File: config.mk
export PLATFORM = sky130hd
export DESIGN_NAME = gcm_icb_sequencer
export DESIGN_NICKNAME = d
export VERILOG_FILES = /design/src/rtl/gcm_icb_sequencer.sv
export SDC_FILE = /design/constraint.sdc
export NUM_CORES = 1
export LEC_CHECK = 0
export BUFFER_PORTS_ARGS = -buffer_cell sky130_fd_sc_hd__buf_2
export CAP_MARGIN = 20
export CORE_ASPECT_RATIO = 1.1
export CORE_MARGIN = 10
export CORE_UTILIZATION = 40
export CTS_CLUSTER_DIAMETER = 80
export DETAILED_ROUTE_END_ITERATION = 6
export GPL_ROUTABILITY_DRIVEN = 0
export PLACE_DENSITY = 0.71
export SLEW_MARGIN = 40
export SYNTH_ARGS = -nofsm -noshare
export SYNTH_HDL_FRONTEND = slang
export SYNTH_SLANG_ARGS = --single-unit
File: constraint.sdc
create_clock -name iClk -period 3.35 [get_ports iClk]
set_input_delay 0.335 -clock iClk [delete_from_list [all_inputs] [get_ports iClk]]
set_output_delay 0.335 -clock iClk [all_outputs]
set_load 0.005 [all_outputs]
File: src/rtl/gcm_icb_sequencer.sv
// gcm_icb_sequencer
//   Generates the GCM counter-block stream for the AES core in 96-bit-IV
//   mode. A start command latches the IV and block count. The block emits
//   J0 = IV||32'd1 first, which becomes the tag mask, and then iNumBlk data
//   counter blocks IV||ctr. ctr starts at 2 and is advanced with inc32.
//
// Ports
//   iClk       clock; all logic on the rising edge
//   iRst       synchronous reset, active-high
//   iStart     start pulse, honoured only in IDLE
//   iAbort     synchronous abort back to IDLE, with no done pulse
//   iIV        96-bit IV, sampled when a start is accepted
//   iNumBlk    number of data blocks that follow J0
//   oCB        counter block {IV, ctr}, MSB-first
//   oCB_valid  oCB is offered to the AES core
//   iCB_ready  AES core takes oCB this cycle
//   oIsJ0      the offered block is J0
//   oLast      the offered block is the final block of the message
//   oBusy      sequence in progress (J0 or DATA)
//   oDone      one-cycle pulse after the final block has been accepted
//   oWrap      sticky flag: ctr wrapped from all-ones to zero in this message
module gcm_icb_sequencer #(
  parameter int IV_W  = 96,
  parameter int CTR_W = 32,
  parameter int LEN_W = 16
) (
  input  logic             iClk,
  input  logic             iRst,
  input  logic             iStart,
  input  logic             iAbort,
  input  logic [0:IV_W-1]  iIV,
  input  logic [LEN_W-1:0] iNumBlk,
  output logic [0:127]     oCB,
  output logic             oCB_valid,
  input  logic             iCB_ready,
  output logic             oIsJ0,
  output logic             oLast,
  output logic             oBusy,
  output logic             oDone,
  output logic             oWrap
);

  typedef enum logic [1:0] {
    IDLE = 2'd0,
    J0   = 2'd1,
    DATA = 2'd2,
    DONE = 2'd3
  } state_t;

  state_t           state;
  state_t           stateNext;
  logic [0:IV_W-1]  ivReg;
  logic [CTR_W-1:0] ctr;
  logic [LEN_W-1:0] remCnt;    // data blocks still to be issued
  logic             wrapReg;
  logic             xfer;
  logic             startOk;

  // The handshake is derived from the state, not from oCB_valid. This keeps
  // the next-state logic free of a combinational loop through its own output.
  assign xfer    = iCB_ready & ((state == J0) | (state == DATA));
  assign startOk = (state == IDLE) & iStart & ~iAbort;

  assign oCB   = {ivReg, ctr};
  assign oWrap = wrapReg;

  always_comb begin
    stateNext = state;
    oCB_valid = 1'b0;
    oIsJ0     = 1'b0;
    oLast     = 1'b0;
    oBusy     = 1'b0;
    oDone     = 1'b0;
    unique case (state)
      IDLE: begin
        if (startOk) stateNext = J0;
      end
      J0: begin
        oCB_valid = 1'b1;
        oIsJ0     = 1'b1;
        oBusy     = 1'b1;
        oLast     = (remCnt == '0);
        if (iAbort)    stateNext = IDLE;
        else if (xfer) stateNext = (remCnt == '0) ? DONE : DATA;
      end
      DATA: begin
        oCB_valid = 1'b1;
        oBusy     = 1'b1;
        oLast     = (remCnt == LEN_W'(1));
        if (iAbort)                              stateNext = IDLE;
        else if (xfer && remCnt == LEN_W'(1))    stateNext = DONE;
      end
      DONE: begin
        oDone     = 1'b1;
        stateNext = IDLE;
      end
      default: stateNext = IDLE;
    endcase
  end

  always_ff @(posedge iClk) begin
    if (iRst) state <= IDLE;
    else      state <= stateNext;
  end

  // The IV is written only on an accepted start. Every later block reuses
  // it, so the IV bits never change inside a message, even across a wrap.
  always_ff @(posedge iClk) begin
    if (iRst) begin
      ivReg   <= '0;
      ctr     <= '0;
      remCnt  <= '0;
      wrapReg <= 1'b0;
    end else if (startOk) begin
      ivReg   <= iIV;
      remCnt  <= iNumBlk;
      ctr     <= CTR_W'(1);
      wrapReg <= 1'b0;
    end else if (xfer && !iAbort) begin
      if (state == J0) begin
        if (remCnt != '0) ctr <= CTR_W'(2);
      end else begin
        // inc32: the counter field rolls over modulo 2^CTR_W.
        ctr    <= ctr + CTR_W'(1);
        remCnt <= remCnt - LEN_W'(1);
        if (ctr == '1) wrapReg <= 1'b1;
      end
    end
  end

endmodule

; Yosys cells after proc, flatten, opt, wreduce, memory -nomap -nowiden
; Index checks and enable logic that the tools add are counted.
[word_totals]
regBits = 147
latchBits = 0
mem_bits_rw = 0
mem_bits_ro = 0
wordCells = 57
mem_count = 0
[classes]
add_sub_neg = 2
multipliers = 0
n_div = 0
order_cmp = 0
eq_ne = 11
n_shift = 0
muxes = 18
bitwise_logic = 6
n_reduce_logical = 14
[op_table]
columns = operator, count
row1 = 2-to-1 mux 32 bit, 2
row2 = 2-to-1 mux 16 bit, 3
row3 = adder 32 x 1 -> 32 bit (second input constant), 1
row4 = == test 32 bit (second input constant), 1
row5 = == test 16 x 1 -> 1 bit (second input constant), 1
row6 = logical NOT 16 bit, 1
row7 = nonzero test 16 bit, 1
row8 = subtractor 16 x 1 -> 16 bit (second input constant), 1
row9 = 2-to-1 mux 2 bit, 5
row10 = one-hot mux 2 bit (4 select lines), 1
row11 = 2-to-1 mux 1 bit, 6
row12 = != test 3 x 2 -> 1 bit (second input constant), 2
row13 = AND reduction 2 bit, 3
row14 = AND reduction 3 bit, 2
row15 = == test 2 bit (second input constant), 2
row16 = != test 2 bit (second input constant), 2
row17 = OR reduction 2 bit, 2
row18 = bitwise AND 1 bit, 3
row19 = != test 3 bit (second input constant), 1
row20 = == test 2 x 1 -> 1 bit (second input constant), 1
row21 = logical AND 1 bit, 2
row22 = logical NOT 2 bit, 1
row23 = != test 2 x 1 -> 1 bit (second input constant), 1
row24 = NOT 1 bit, 2
row25 = 4 further kinds, 4

; Longest topological paths before layout
[logic_depth]
word_depth = 7
depth_mapped = 9
ltp_nobuf = 6

; Worst setup path before layout
; Ideal clock, no wire load.
[synth_path]
kind = reg-to-reg
startpoint = register remCnt[4]
endpoint = register remCnt[13]
setup_time_ps = 77
t_arrival_ps = 2086
required_ps = 3273
setup_slack_ps = 1187
stages_incl_launch_ff = 6
n_path_buf = 1
synth_period_minus_slack_ps = 2163
path_cell_list = dfxtp_1 -> or4_1 -> buf_2 -> or4_4 -> or4_1 -> a41oi_2
[synth_between]
elab_chain_cells = 4
[synth_lines]
columns = item, line_no
row1 = "start, declared", 54  ; logic [LEN_W-1:0] remCnt;
row2 = "start signal, assigned", 116  ; remCnt <= iNumBlk;
row3 = "start signal, assigned", 125  ; remCnt <= remCnt - LEN_W'(1);
row4 = subtractor 16 x 1 -> 16 bit, 125
row5 = 2-to-1 mux 16 bit, 120  ; if (state == J0) begin
row6 = 2-to-1 mux 16 bit, 119  ; end else if (xfer && !iAbort) begin
row7 = 2-to-1 mux 16 bit, 114  ; end else if (startOk) begin
; Every way passes these cells. The select of a mux whose other input is x is not followed.
; A chain may end at the register's enable or synchronous reset.

; Final worst setup path
[layout_path]
startpoint = register remCnt[0]
endpoint = output port oLast
[layout_between]
elab_chain_cells = 2
word_cells_on_any_way = 3
cone_classes = eq/ne (1) / mux (1) / reduce/logical (1)
[layout_lines]
columns = item, line_no
row1 = == test 16 x 1 -> 1 bit or logical NOT 16 bit (tied branches), "89, 82"
row2 = one-hot mux 1 bit (2 select lines) *, 74  ; unique case (state)
row3 = "end, declared", 37  ; output logic oLast,
; Mark *: on every way between the ends. The rest lies on a longest branch, timed or not.

==> metrics.cfg <==
[run_status]
status=finished clean

[die]
dieArea_um2=21500
io_pins=251
coreArea_um2=15700
rows=48
die_h_um=153
start_util_pct=40.8
die_x_um=141

[global_routing]
grtUsageTotal_pct=19.2
antenna_found_initial=3
gr-total-overflow=0
grt_max_degree=120
grt_pass1_vias=6354
grt_pass1_wl_um=34300

[critical_path]
crit_chain=inv_1, ha_1, or3b_2, nor3_1, and3_1, o21a_1, buf_2
worstPathRequired_ns=3.01
path_buf_inv=2
cp.arrival_ns=2.49
cpPeakStageDelay_ns=0.51
cp_max_fo=5
slowest_stage=or3b_2
critPathLaunchType=flip-flop
worst_setup_path_end_kind=primary output
crit_type=flip-flop to primary output
critPathTopFamily=simple AND/OR/NAND/NOR gates

[sta]
relSlewSlack_pct=51.8
setup_tns_ns=0
setup_viol=0
grt_setup_unrepaired=no
fin_hold_ws_ns=0.140
final_hold_viol_count=0
finClkSkew_ns=0.00894
timing.final.crit_share_pct=84.5
timing.fmax_ghz=0.353
drv_slew=0
period_needed_ns=2.83
tightest_slew_ns=0.722

[route]
dr.pass1.iters=4
wirelength_um=21700
viasPerCell=5.42
drt_iter0_drc=573
drtAntennaViolNets=0
detail_route.wl_per_cell_um=17.6
drc=0
via_count=6689

[power]
power.density_nw_per_um2=575
pwr-share-comb_pct=20.0
seqPwrFrac_pct=40.8
p_leak_nw=3.61
p_switching_mw=1.45
p_int_mw=3.38
switching_share_pct=30.0
design_power_total_mw=4.83
vdd.ir_drop.worst_uv=313
p_clk_share_pct=39.2

[place]
post-dp-hpwl_um=15300
portBuffers=250
dpl-instance-area_um2=7790

[logic_synthesis]
yosys_warnings=0
synthAdderAreaFrac_pct=1.56
synth_edf_count=0
synth_largest_area_cell=dfxtp_1
synth-compound-area-share_pct=22.8
synth-async-reset-ratio_pct=0
synth_xor_area_share_pct=0
yosysMostFrequentCell=nand2_1
synthTopCellsByCount=205 x nand2_1, 147 x dfxtp_1, 120 x a21oi_1
synth_top_area_share_pct=46.0
synthMuxAreaShare_pct=0.313
synthTopCellsByArea=dfxtp_1 46%, nand2_1 12%, a21oi_1 9.4%
ys_ff_latch=147
yosys.area_share.simple_pct=24.9
synthesis.nets=926
synth_top_family_by_area=simple AND/OR/NAND/NOR gates
syn_inst=801
synth_cell_types=57
avgSynthCellArea_um2=7.99
synthFlopType=dfxtp_1
netlist_area_um2=6400
yosysSeqAreaShare_pct=46.0

[min_path]
hold_path_class=primary input to flip-flop

[finish]
fin_nets=1142
final_util_pct=53.5
area_growth_pct=31.2
final_area_um2=8390
drive_gt1_share_pct=30.9
n_fill_cell=1507

[clock_network]
cts_tree=built
cts-htree-levels=4
holdBufCountCts=0
cts_root_buf=clkbuf_16
cts_sinks=147
cts_buffers=17
clk_latency_ns=0.42
path_clk_slew_ns=0.07
clock_path_buffers=2
postCtsSetupBuffers=0
cts.repair.resized=0

[job]
maxCapViolCount=0

==> final timing paths <==
| check | depth (start not counted) | end | slack, ns | from |
|---|---|---|---|---|
| worst max-delay path | 7 | oLast | 0.52 | remCnt[0] |
| worst min-delay path | 3 | ivReg[8] | 0.14 | iIV[8] |
| worst max register to register | 6 | remCnt[13] | 0.99 | state[1] |
| worst min register to register | 2 | ivReg[69] | 0.45 | ivReg[69] |
==> worst reg2reg max path: cells and delay by family (launching register included) <==
family,cells,cell delay (ns)
compound gates,2,0.29
fa+ha+maj,1,0.43
buf+inv,1,0.10
flops,1,0.38
simple gates,2,1.08
==> per-stage QoR <==
step,setup WS [ns],std cells
after floorplan,1.19,801
after global placement,1.02,1197
after detailed placement,0.983,1197
after CTS,0.516,1228
after global routing,0.343,1229
final,0.520,1234
==> flip-flops by register name, indices dropped and copies added, names as in the netlist <==
register,flops
ivReg,96
state,2
ctr,32
oWrap,1
remCnt,16
==> routing by layer <==
metal / up-vias / track usage [%] / routed length, um
met5: - / 0 / 8
met4: 2 / 5.46 / 302
met3: 24 / 10.4 / 2600
met2: 265 / 30.4 / 10100
met1: 3085 / 21.8 / 8740
li1: 3313 / - / -
==> power by group through the flow <==
stage / sequential, mW / clock, mW / combinational (mW)
2_1_floorplan: 2.00 / 0 / 0.637
3_3_place_gp: 2.00 / 0 / 0.954
3_5_place_dp: 2.00 / 0 / 0.961
4_1_cts: 1.97 / 1.93 / 0.969
5_1_grt: 1.99 / 1.99 / 1.09
6_report: 1.97 / 1.89 / 0.967
==> cells in the final DEF, fill, tap and decap left out, types with 3 or more instances in the layout <==
master,instances
a211oi_1,17
a21o_1,6
a21oi_1,120
a31o_2,6
a31oi_1,14
a41o_1,5
a41oi_1,10
and2_0,5
and2_1,3
and3_1,5
and4_1,11
buf_2,249
buf_4,11
clkbuf_16,17
clkinv_4,5
dfxtp_1,147
diode_2,5
ha_1,8
inv_1,9
inv_6,3
nand2_1,204
nand2b_1,3
nand3_1,16
nand4_1,15
nand4b_1,3
nor2_1,22
nor3_1,16
nor3b_1,4
nor4_1,7
o211ai_1,5
o21ai_0,20
o221a_2,8
o311ai_0,5
or3_1,3
or4_1,7
==> final cells by class <==
class                   count  area [um^2]  area share, %
clock buffers              18          429           5.11
clock inverters            13          151           1.80
flip-flops and latches    147         2940           35.1
diodes                      5         12.5          0.149
well taps                 200          250           2.98
multi-input cells         580         3200           38.2
inverters                   9         33.8          0.403
repair buffers            262         1370           16.3
==> kinds of logic (layout without fill, tap and decap cells) <==
logic type,count (synthesis),count (layout)
compound gates,231,231
fa+ha+maj,8,8
buf+inv,74,302
flops,147,147
mux,2,2
other cells,0,5
simple gates,339,339
Note: power is estimated with default switching activity, not from simulation.
